$ cat src/rtl/clock_pkg.sv
// Shared constants and the set-mode state encoding for the Millennium Clock
// timekeeping core.
package clock_pkg;

  // Field width used by every time field and by the downstream bin2bcd input.
  localparam int FIELD_W  = 6;

  // Inclusive maximum value of each field before it wraps to zero.
  localparam int SEC_MAX  = 59;
  localparam int MIN_MAX  = 59;
  localparam int HOUR_MAX = 23;

  // Operating mode; the encoding is exported on the mode port so the display
  // can blink the field currently being adjusted.
  typedef enum logic [1:0] {
    RUN      = 2'd0,
    SET_HOUR = 2'd1,
    SET_MIN  = 2'd2,
    SET_SEC  = 2'd3
  } mode_t;

  // Mode sequence walked by btn_mode: RUN -> SET_HOUR -> SET_MIN -> SET_SEC -> RUN.
  function automatic mode_t next_mode(input mode_t cur);
    case (cur)
      RUN:      return SET_HOUR;
      SET_HOUR: return SET_MIN;
      SET_MIN:  return SET_SEC;
      default:  return RUN;
    endcase
  endfunction

endpackage : clock_pkg

$ cat src/rtl/mod_counter.sv
// Modulo-(MAX+1) up counter used for the seconds, minutes and hours fields.
// carry flags the enabled wrap so the caller can chain fields in one cycle.
module mod_counter
  import clock_pkg::*;
#(
  parameter int MAX = SEC_MAX
) (
  input  logic               clk,
  input  logic               rst,
  input  logic               en,
  output logic [FIELD_W-1:0] value,
  output logic               carry
);

  localparam logic [FIELD_W-1:0] MAX_V = FIELD_W'(MAX);

  // Wrap decision; >= rather than == keeps the field in range even if it were
  // ever disturbed, while carry still only fires on the genuine MAX -> 0 step.
  logic wrap;
  assign wrap  = (value >= MAX_V);
  assign carry = en && (value == MAX_V);

  // Field register: advance on enable, wrapping to zero past MAX.
  // NOTE: sequential state is written with <= so every register in the design
  // samples pre-edge values; blocking writes here would race the carry chain.
  always_ff @(posedge clk or posedge rst) begin
    if (rst) begin
      value <= '0;
    end else if (en) begin
      value <= wrap ? '0 : value + FIELD_W'(1);
    end
  end

endmodule : mod_counter

$ cat src/rtl/time_counter.sv
// Timekeeping core: divides clk down to a 1 Hz tick, keeps hh:mm:ss in binary
// and provides a button-driven set mode for adjusting each field.
module time_counter
  import clock_pkg::*;
#(
  parameter int CLK_FREQ_HZ = 50_000_000
) (
  input  logic               clk,
  input  logic               rst,
  input  logic               btn_mode,
  input  logic               btn_inc,
  output logic [FIELD_W-1:0] sec,
  output logic [FIELD_W-1:0] min,
  output logic [FIELD_W-1:0] hour,
  output logic               tick_1hz,
  output logic               day_wrap,
  output logic [1:0]         mode
);

  // Prescaler sizing; CLK_FREQ_HZ >= 2 keeps PW at least one bit.
  localparam int            PW   = (CLK_FREQ_HZ > 2) ? $clog2(CLK_FREQ_HZ) : 1;
  localparam logic [PW-1:0] TERM = PW'(CLK_FREQ_HZ - 1);

  mode_t         state;
  mode_t         state_next;
  logic [PW-1:0] presc;

  logic tick_now;
  logic in_run;
  logic sec_en, min_en, hour_en;
  logic sec_carry, min_carry, hour_carry;

  assign in_run   = (state == RUN);

  // The second boundary: fields advance on this edge and tick_1hz rises with it.
  assign tick_now = in_run && (presc == TERM);

  // Counting chains carries through all three fields in one cycle; set-mode
  // increments touch only the selected field and never propagate a carry.
  assign sec_en  = tick_now || ((state == SET_SEC) && btn_inc);
  assign min_en  = (tick_now && sec_carry) || ((state == SET_MIN) && btn_inc);
  assign hour_en = (tick_now && min_carry) || ((state == SET_HOUR) && btn_inc);

  mod_counter #(.MAX(SEC_MAX)) u_sec (
    .clk   (clk),
    .rst   (rst),
    .en    (sec_en),
    .value (sec),
    .carry (sec_carry)
  );

  mod_counter #(.MAX(MIN_MAX)) u_min (
    .clk   (clk),
    .rst   (rst),
    .en    (min_en),
    .value (min),
    .carry (min_carry)
  );

  mod_counter #(.MAX(HOUR_MAX)) u_hour (
    .clk   (clk),
    .rst   (rst),
    .en    (hour_en),
    .value (hour),
    .carry (hour_carry)
  );

  // Prescaler: counts only in RUN; held at zero in set states and cleared when
  // leaving RUN, so a resume always waits a full second for its first tick.
  always_ff @(posedge clk or posedge rst) begin
    if (rst) begin
      presc <= '0;
    end else if (in_run && !btn_mode) begin
      presc <= tick_now ? '0 : presc + PW'(1);
    end else begin
      presc <= '0;
    end
  end

  // Registered event pulses; day_wrap only on a counted midnight roll-over.
  always_ff @(posedge clk or posedge rst) begin
    if (rst) begin
      tick_1hz <= 1'b0;
      day_wrap <= 1'b0;
    end else begin
      tick_1hz <= tick_now;
      day_wrap <= tick_now && hour_carry;
    end
  end

  // Mode state register.
  always_ff @(posedge clk or posedge rst) begin
    if (rst) begin
      state <= RUN;
    end else begin
      state <= state_next;
    end
  end

  // Next-mode logic: btn_mode steps through the set sequence.
  // NOTE: state_next is defaulted before any condition so no path leaves it
  // unassigned, which would otherwise infer a latch.
  always_comb begin
    state_next = state;
    if (btn_mode) begin
      state_next = next_mode(state);
    end
  end

  assign mode = state;

endmodule : time_counter

$ cat config.mk
export PLATFORM = sky130hd
export DESIGN_NAME = time_counter
export DESIGN_NICKNAME = d
export VERILOG_FILES = /design/src/rtl/clock_pkg.sv /design/src/rtl/mod_counter.sv /design/src/rtl/time_counter.sv
export SDC_FILE = /design/constraint.sdc
export NUM_CORES = 1
export LEC_CHECK = 0
export CAP_MARGIN = 20
export CORE_ASPECT_RATIO = 1.75
export CORE_UTILIZATION = 24
export CTS_CLUSTER_DIAMETER = 50
export DETAILED_ROUTE_END_ITERATION = 8
export MAX_ROUTING_LAYER = met4
export SKIP_LAST_GASP = 1
export SYNTH_ARGS = -nofsm -noshare
export SYNTH_HDL_FRONTEND = slang
export SYNTH_HIERARCHICAL = 1
export SYNTH_SLANG_ARGS = --single-unit
$ cat constraint.sdc
create_clock -name clk -period 3.5 [get_ports clk]
set_clock_uncertainty 0.1 [all_clocks]
set_input_delay 0.35 -clock clk [delete_from_list [all_inputs] [get_ports clk]]
set_output_delay 0.35 -clock clk [all_outputs]
set_load 0.1 [all_outputs]
==> results.tsv, run 1 <==
metric	value	unit
status	finished, final reports clean	
fillers	1073	
relSlewSlack	34.8	%
final_nets	306	
r2r_cells	15	
drtPass1Iterations	4	
ys_types	50	
cts_sinks	48	
vias	2072	
syn_nets	274	
final_antenna_net_count	0	
drv_cap	0	
ff_latch_area	1210	um^2
n_antenna_cell	0	
peakVddDrop	0.000482	V
slew_viol_final	0	
fp.coreArea	10400	um^2
clk_latency	0.29	ns
std_cell_rows	49	
portBuffers	25	
max_stage_delay	0.54	ns
async_flop_share	100	%
hp-class	input pin to asynchronous set/reset pin	
path_cells	inv_4 > ha_4 > nand3b_1 > or4_4 > nor3_4 > a21o_1 > inv_2 > nor4b_2 > a22o_1 > inv_2 > nor4b_2 > a22o_2 > inv_2 > o21ai_0 > o31ai_1	
wire_per_inst	13.2	um
place_hpwl	4130	um
fmax	308	MHz
start_util	24.9	%
worst_pin_slew	0.975	ns
final_common_cell	dfrtp_1	
synthAdderAreaFrac	3.86	%
grt_max_degree	26	
cts_tree	yes	
synthMuxAreaShare	1.98	%
synth_xor_xnor_area_share	6.42	%
syn_area	2590	um^2
drive_above_1_share	13.9	%
hold_ws	0.277	ns
cts_hold_buffers	0	
drc_errors	0	
routabilityCongestion	0.748	
dieWidth	80.6	um
rsz0062_at_grt	false	
yosysSeqAreaShare	46.3	%
worstPathMaxFanout	7	
drt_wl_total	5580	um
die_area	11200	um^2
via_per_inst	4.91	
arrival	3.31	ns
grt-ovfl-total	0	
cpMaxStageDelayCell	or4_4	
leakage	0.00125	uW
antenna_found_initial	0	
startpoint_type	register	
cts_buffers	5	
final_cell_mix	46 x dfrtp_1, 31 x nor2_1, 25 x clkdlybuf4s50_1	
clock-root-buffer	clkbuf_16	
grt_pass1_vias	1978	
p_per_area	745	nW/um^2
clk_pin_slew_worst_paths	0.06	ns
synth-compound-area-share	12.3	%
synth_edf_count	0	
dieHeight	140	um
yosys.area_share.simple	25.1	%
area_growth	23.6	%
drtIter0Drc	101	
ys_seq_elements	48	
track_usage	11.2	%
fin_crit_sh	92.6	%
path_class	register to register	
final-setup-viol-count	0	
io_pins	26	
cts_buffer_depth	2	
synth_warnings	6	
period_minus_slack	3.24	ns
multi_input_area	1320	um^2
crit_required	3.57	ns
synth_top_family_by_area	simple AND/OR/NAND/NOR gates	
synth_area_per_cell	9.90	um^2
grt_first_pass_wirelength	9500	um
hold_viol_final	0	
crit_path_end_kind	register	
synthCells	262	
cp_common_cell	inv_2	
power	2390	uW
cts.htree.levels	2	
synth_ff_type	dfrtp_1	
final cells by class:
cell class	instances	area share, %
Clock buffer	8	4.56
Inverter	13	1.68
Multi-Input combinational cell	192	41.2
Sequential cell	48	37.7
Tap cell	127	4.96
Timing Repair Buffer	34	9.91
cells in the mapped netlist (3+ instances only):
cell      count  area share, %
xnor2_1      15            5.1
or3_1         4           0.96
a21o_1        3           0.87
nor3_1        5           0.96
mux2i_1       4            1.5
dfrtp_1      48             46
nor2_1       31            4.5
nand3_1      12            2.3
nand4_1       7            1.7
a21oi_1      10            1.9
xor2_1        4            1.4
inv_1        13            1.9
or4_1         6            1.7
ha_1          8            3.9
nand2_1      18            2.6
o31ai_1       5            1.4
buf_2         5           0.96
nand4b_1      3            1.0
o21ai_0      13            2.5
nor4_1        5            1.2
metal layers:
| metal | wire length [um] | share of wire, % | up-vias | GRT usage (%) |
|---|---|---|---|---|
| met1 | 2170 | 39 | 1014 | 11.3 |
| met2 | 3080 | 55 | 43 | 19.5 |
| met4 | 143 | 2.6 | 0 | 5.26 |
| li1 | - | - | 1004 | - |
| met5 | 0 | 0 | - | - |
| met3 | 182 | 3.3 | 11 | 2.82 |
worst paths after layout:
| check | to | slack, ns | start |
|---|---|---|---|
| max | u_hour/value[4] | 0.26 | mode[1] |
| min | u_sec/value[2] | 0.28 | rst |
| max reg2reg | u_hour/value[4] | 0.26 | mode[1] |
| min reg2reg | presc[0] | 0.38 | presc[0] |
| max in group asynchronous | day_wrap | 2.21 | rst |
| min in group clk | presc[0] | 0.38 | presc[0] |
worst max-delay path, delay by kind of cell, from the launching register on:
family          cells  cell delay (ns)
simple gates        5             1.28
compound gates      5             0.84
flops               1             0.50
buf+inv             4             0.24
fa+ha+maj           1             0.13
what timing repair did:
item,CTS,global route
setup endpoints to repair,0,3
buffers inserted,0,3
resized for setup,0,3
registers in the layout (all words and copies together) (netlist names):
name,count
u_sec/value,6
day_wrap,1
tick_1hz,1
u_min/value,6
presc,26
u_hour/value,6
mode,2
where the power goes:
group	switching [uW]	internal, uW	total [uW]
sequential	136	646	782
combinational	819	304	1120
clock	198	285	483
logic make-up (layout without fill, tap and decap cells):
family                   after synthesis  count (layout)
AND/OR/NAND/NOR                      112             112
AO/OA/AOI/OAI                         48              48
flip-flops                            48              48
buffers and inverters                 22              55
XOR/XNOR                              19              19
adder cells (fa/ha/maj)                8               8
multiplexers                           5               5
stage by stage:
stage,std cells,TNS [ns],instance area (um^2),setup WS [ns],util [%]
after global routing,422,0,3210,0.0549,30.8
after floorplan,262,-0.225,2640,-0.119,-
after global placement,411,0,3030,0.175,29.1
after detailed placement,411,0,3030,0.107,29.1
after CTS,419,0,3170,0.0799,30.5
final,422,0,3210,0.258,30.8
(Power assumes the default switching activity.)
==> run 2: changes to the inputs <==
--- a/config.mk
+++ b/config.mk
@@ -14,5 +14,4 @@
 export SKIP_LAST_GASP = 1
 export SYNTH_ARGS = -nofsm -noshare
 export SYNTH_HDL_FRONTEND = slang
-export SYNTH_HIERARCHICAL = 1
 export SYNTH_SLANG_ARGS = --single-unit
==> run 2 against run 1 <==
Combinational power increased by 6%; hold slack got worse by 0.11 ns; non-clock buffer count decreased by 7; total power increased by 2.3%; critical path depth decreased by 9; cell count increased by 0.71%; sequential cell count unchanged; sequential power decreased by 0.9%; die area increased by 0.43%; synthesized cell count increased by 1.9%.
==> results.tsv, run 2 <==
metric	value	unit	change
status	finished, final reports clean		unchanged
synth-compound-area-share	8.41	%	was 12.3%
syn_area	2600	um^2	was 2590 um^2
fp.coreArea	10600	um^2	was 10,400 um^2
r2r-end	presc[23]		was u_hour/value[4]
crit_path_end_kind	register		unchanged
synth_area_leaders	dfrtp_1 46%, xnor2_1 5.4%, nor2_1 4.8%		was dfrtp_1 46%, xnor2_1 5.1%, nor2_1 4.5%
antenna_found_initial	0		unchanged
final_cell_mix	48 x dfrtp_1, 33 x nor2_1, 25 x clkdlybuf4s50_1		was 46 x dfrtp_1, 31 x nor2_1, 25 x clkdlybuf4s50_1
p_per_area	778	nW/um^2	was 745 nW/um^2
arrival	2.54	ns	was 3.31 ns
final_nets	306		unchanged
worstPathMaxFanout	26		was 7
track_usage	10.9	%	was 11.2%
leakage	0.00126	uW	was 0.00125 uW
startpoint_type	register		unchanged
relSlewSlack	33.8	%	was 34.8%
regMostFlops	presc		unchanged
vias	2004		was 2,072
yosysSeqAreaShare	46.1	%	was 46.3%
final_antenna_net_count	0		unchanged
fmax	402	MHz	was 308 MHz
hp-class	input pin to asynchronous set/reset pin		unchanged
die_area	11300	um^2	was 11,200 um^2
ys_types	51		was 50
area_growth	20.6	%	was 23.6%
setup_tns	0	ns	unchanged
dieHeight	140	um	about the same
grt_max_degree	49		was 26
drtIter0Drc	109		was 101
io_pins	26		unchanged
synth_xor_xnor_area_share	8.07	%	was 6.42%
start_util	24.5	%	was 24.9%
ys_seq_elements	48		unchanged
post_cts_buffers	0		unchanged
drtPass1Iterations	4		unchanged
synthMuxAreaShare	2.79	%	was 1.98%
synth_top_family_by_area	simple AND/OR/NAND/NOR gates		unchanged
cts_sinks	48		unchanged
final_common_cell	dfrtp_1		unchanged
largest_reg_flops	26		unchanged
period_minus_slack	2.49	ns	was 3.24 ns
syn_nets	279		was 274
n_antenna_cell	0		unchanged
grt-ovfl-total	0		unchanged
r2r_cells	6		was 15
drc_errors	0		unchanged
power	2440	uW	was 2390 uW
synth_warnings	0		was 6
routabilityCongestion	0.783		was 0.748
peakVddDrop	0.000558	V	was 0.000482 V
cts_resized	0		unchanged
synth_top_area_share	46.1	%	was 46.3%
synth_ff_type	dfrtp_1		unchanged
hold_viol_final	0		unchanged
crit_required	3.55	ns	was 3.57 ns
drt_wl_total	5410	um	was 5580 um
grt_first_pass_wirelength	9200	um	was 9500 um
cts_hold_buffers	0		unchanged
rsz0062_at_grt	false		unchanged
slew_viol_final	0		unchanged
synthCells	267		was 262
cts.htree.levels	2		unchanged
async_flop_share	100	%	unchanged
worstReg2RegStart	presc[0]		was mode[1]
drive_above_1_share	6.78	%	was 13.9%
clk_latency	0.29	ns	about the same
cts_buffer_depth	2		unchanged
cts_tree	yes		unchanged
dieWidth	80.8	um	was 80.6 um
via_per_inst	4.72		was 4.91
drv_cap	0		unchanged
yosys.area_share.simple	26.8	%	was 25.1%
cts_buffers	5		unchanged
synth_top_cell_by_area	dfrtp_1		unchanged
yosysMostFrequentCell	dfrtp_1		unchanged
portBuffers	25		unchanged
synthAdderAreaFrac	4.23	%	was 3.86%
clk_pin_slew_worst_paths	0.06	ns	about the same
place_hpwl	3820	um	was 4130 um
worst_pin_slew	0.990	ns	was 0.975 ns
synth_common_cells	48 x dfrtp_1, 33 x nor2_1, 21 x nand2_1		was 48 x dfrtp_1, 31 x nor2_1, 18 x nand2_1
fin_crit_sh	71.0	%	was 92.6%
synth_area_per_cell	9.76	um^2	was 9.90 um^2
path_class	register to register		unchanged
grt_pass1_vias	1987		was 1,978
wire_per_inst	12.7	um	was 13.2 um
synth_edf_count	0		unchanged
std_cell_rows	50		was 49
final-setup-viol-count	0		unchanged
rrSetupSlack	1.01	ns	was 0.26 ns
hold_ws	0.172	ns	was 0.277 ns
clock-root-buffer	clkbuf_16		unchanged
==> run 2: final cells by class <==
class / count / area (um^2)
multi-input cells: 200 / 1310
clock buffers: 8 / 146
inverters: 12 / 45.0
well taps: 130 / 163
repair buffers: 27 / 278
fillers: 1131 / 7490
flip-flops and latches: 48 / 1200
==> run 2: stage by stage <==
stage / utilization [%] / setup WS (ns) / instances / cell area [um^2]
2_1_floorplan: - / 0.508 / 267 / 2610
3_3_place_gp: 28.0 / 1.08 / 416 / 2980
3_5_place_dp: 28.0 / 1.05 / 416 / 2980
4_1_cts: 29.4 / 1.01 / 424 / 3120
5_1_grt: 29.5 / 0.838 / 425 / 3140
6_report: 29.5 / 1.01 / 425 / 3140
==> run 2: worst max path at each step <==
stage                              start         endpoint  slack (ns)
after floorplan           u_sec.value[0]  u_hour.value[2]        0.51
after global placement          presc[0]        presc[14]        1.08
after detailed placement        presc[0]         presc[4]        1.05
after CTS                       presc[0]        presc[23]        1.01
after global routing            presc[0]         presc[6]        0.84
final                           presc[0]        presc[23]        1.01
==> run 2: routing by layer <==
metal  routed length (um)  share of wire [%]  track usage, %  vias to the layer above
li1                     -                  -               -                      996
met1                 2170                 40            10.8                      976
met2                 2960                 55            18.9                       24
met3                  157                2.9            2.75                        8
met4                  126                2.3            6.20                        0
met5                    0                  0               -                        -
==> run 2: worst max-delay path, cell delays in order (launching register included) <==
cell      delay, ns
dfrtp_1        0.41
ha_1           0.25
and2_1         0.27
nand4_4        0.14
or4_4          0.59
nand3b_2       0.46
nor2_1         0.11
==> run 2: kinds of logic after synthesis <==
family | after synthesis
adders and majority gates | 9
and+or+nand+nor | 128
xor gates and xnor gates | 24
AOI/OAI and AO/OA | 32
muxes | 7
DFF | 48
buffers and inverters | 19
==> run 2: report_power, final <==
group | switching, uW | internal, uW | leakage (uW)
Clock | 196 | 285 | 0.0000712
Sequential | 129 | 646 | 0.000635
Combinational | 873 | 314 | 0.000556
==> run 3: changes to the inputs <==
==> constraint.sdc (replaced) <==
create_clock -name clk -period 2.3 [get_ports clk]
set_clock_uncertainty 0.1 [all_clocks]
set_input_delay 0.23 -clock clk [delete_from_list [all_inputs] [get_ports clk]]
set_output_delay 0.23 -clock clk [all_outputs]
set_load 0.1 [all_outputs]
==> run 3 against run 2 <==
Sequential power is 59% higher; combinational power is 53% higher; fmax is 14% higher; sequential share of layout area is 0.22 points lower; sequential cell count stayed put; non-clock buffer count is 6 higher; clock-buffer cell count is 2 lower; first-iteration DRC count is 30% higher; via count is 3.6% higher; clock power is 94% higher; hold slack better by 0.0083 ns; core utilization is 0.82 points higher; largest cell class unchanged; highest routed layer unchanged.
==> results.tsv, run 3 (synthesis results as in run 2) <==
metric	value	unit	change
grt_max_degree	49		unchanged
drt_wl_total	5830	um	was 5410 um
setup.worst_path.start	presc[0]		unchanged
slew_viol_final	0		unchanged
routabilityCongestion	0.748		was 0.783
hp-class	input pin to asynchronous set/reset pin		unchanged
fin_crit_sh	94.9	%	was 71.0%
drv_cap	0		unchanged
final_core_util	30.4	%	was 29.5%
clock-root-buffer	clkbuf_16		unchanged
via_per_inst	4.82		was 4.72
track_usage	12.0	%	was 10.9%
p_comb_share	45.7	%	was 48.6%
grt_first_pass_wirelength	10200	um	was 9200 um
arrival	2.26	ns	was 2.54 ns
intPower	2120	uW	was 1250 uW
antenna_found_initial	0		unchanged
final_cell_mix	35 x dfrtp_1, 33 x nor2_1, 28 x buf_4		was 48 x dfrtp_1, 33 x nor2_1, 25 x clkdlybuf4s50_1
cts_hold_buffers	0		unchanged
worstPathMaxFanout	26		unchanged
dieWidth	80.8	um	unchanged
drive_above_1_share	21.3	%	was 6.78%
swShare	46.9	%	was 49.0%
wire_per_inst	13.5	um	was 12.7 um
drc_errors	0		unchanged
regMostFlops	presc		unchanged
hold_ws	0.180	ns	was 0.172 ns
final_nets	312		was 306
leakage	0.00133	uW	was 0.00126 uW
final_antenna_net_count	0		unchanged
portBuffers	25		unchanged
crit_required	2.38	ns	was 3.55 ns
hold_viol_final	0		unchanged
power_switching	1870	uW	was 1200 uW
n_antenna_cell	0		unchanged
startpoint_type	register		unchanged
final-setup-viol-count	0		unchanged
die_area	11300	um^2	unchanged
cts_tree	yes		unchanged
period_minus_slack	2.18	ns	was 2.49 ns
grt-ovfl-total	0		unchanged
std_cell_rows	50		unchanged
drtIter0Drc	142		was 109
cts_buffer_depth	2		unchanged
worst_pin_slew	0.508	ns	was 0.990 ns
relSlewSlack	66.0	%	was 33.8%
path_class	register to register		unchanged
crit_path_end_kind	register		unchanged
clk_pin_slew_worst_paths	0.07	ns	was 0.06 ns
pwr-share-clk	23.4	%	was 19.7%
largest_reg_flops	26		unchanged
start_util	24.5	%	unchanged
cts_buffers	5		unchanged
final_common_cell	dfrtp_1		unchanged
fp.coreArea	10600	um^2	unchanged
cts.htree.levels	2		unchanged
drtPass1Iterations	4		unchanged
worstReg2RegStart	presc[0]		unchanged
dieHeight	140	um	unchanged
fmax	458	MHz	was 402 MHz
peakVddDrop	0.000714	V	was 0.000558 V
io_pins	26		unchanged
seqPwrFrac	30.9	%	was 31.7%
status	finished, final reports clean		unchanged
numPlacedInstances	423		was 416
place_hpwl	4180	um	was 3820 um
layout.cells.non_filler	431		was 425
clk_latency	0.30	ns	was 0.29 ns
grt_pass1_vias	2135		was 1,987
area_growth	24.0	%	was 20.6%
vias	2077		was 2,004
cts_sinks	48		unchanged
rrSetupSlack	0.12	ns	was 1.01 ns
p_per_area	1240	nW/um^2	was 778 nW/um^2
rsz0062_at_grt	false		unchanged
[run 3: per-layer routing]
metal | global-route usage (%) | vias up | wire [um]
met5 | - | - | 0
met4 | 5.73 | 0 | 144
met3 | 2.43 | 10 | 177
met2 | 20.8 | 25 | 3240
met1 | 12.7 | 1027 | 2270
li1 | - | 1015 | -
[run 3: cell type report]
class | count | area [um^2]
fill | 1106 | 7410
timing repair buffer | 33 | 280
clock inverter | 2 | 60.1
clock buffer | 6 | 129
sequential | 48 | 1230
multi-input combinational | 200 | 1330
tap | 130 | 163
inverter | 12 | 45.0
[run 3: path summary, 6_finish.rpt]
check                                  to  cells after the start
setup / recovery                 presc[4]                      7
hold / removal             u_min.value[0]                      3
setup reg to reg                 presc[4]                      7
hold reg to reg                  presc[0]                      1
max in group asynchronous  u_sec.value[2]                      3
min in group clk                 presc[0]                      1
[run 3: what timing repair did]
item / CTS / global route
resized for setup: 0 / 1
setup endpoints to repair: 0 / 26
hold endpoints to repair: 0 / 0
buffers inserted: 0 / 0
[run 3: critical path: stages, from the launching register on]
cell      delay (ns)
dfrtp_1         0.41
ha_1            0.24
and2_2          0.23
nand4_4         0.13
or4_4           0.58
nand3b_2        0.13
buf_12          0.18
nor2_1          0.07
[run 3: power groups by stage]
| stage | combinational, uW | clock, uW | sequential (uW) |
|---|---|---|---|
| after floorplan | 520 | 0 | 2140 |
| after global placement | 1810 | 0 | 1240 |
| after detailed placement | 1830 | 0 | 1250 |
| after CTS | 1830 | 968 | 1230 |
| after global routing | 1950 | 995 | 1270 |
| final | 1820 | 935 | 1230 |
[run 3: stage by stage]
step                      area [um^2]  setup TNS, ns  power [uW]  setup WS, ns
after global routing             3230              0        4210       0.00730
final                            3230              0        3990         0.118
after detailed placement         3040              0        3080        0.0477
after global placement           3040              0        3050         0.123
after CTS                        3230              0        4030        0.0333
after floorplan                  2650         -0.276        2660       -0.0895
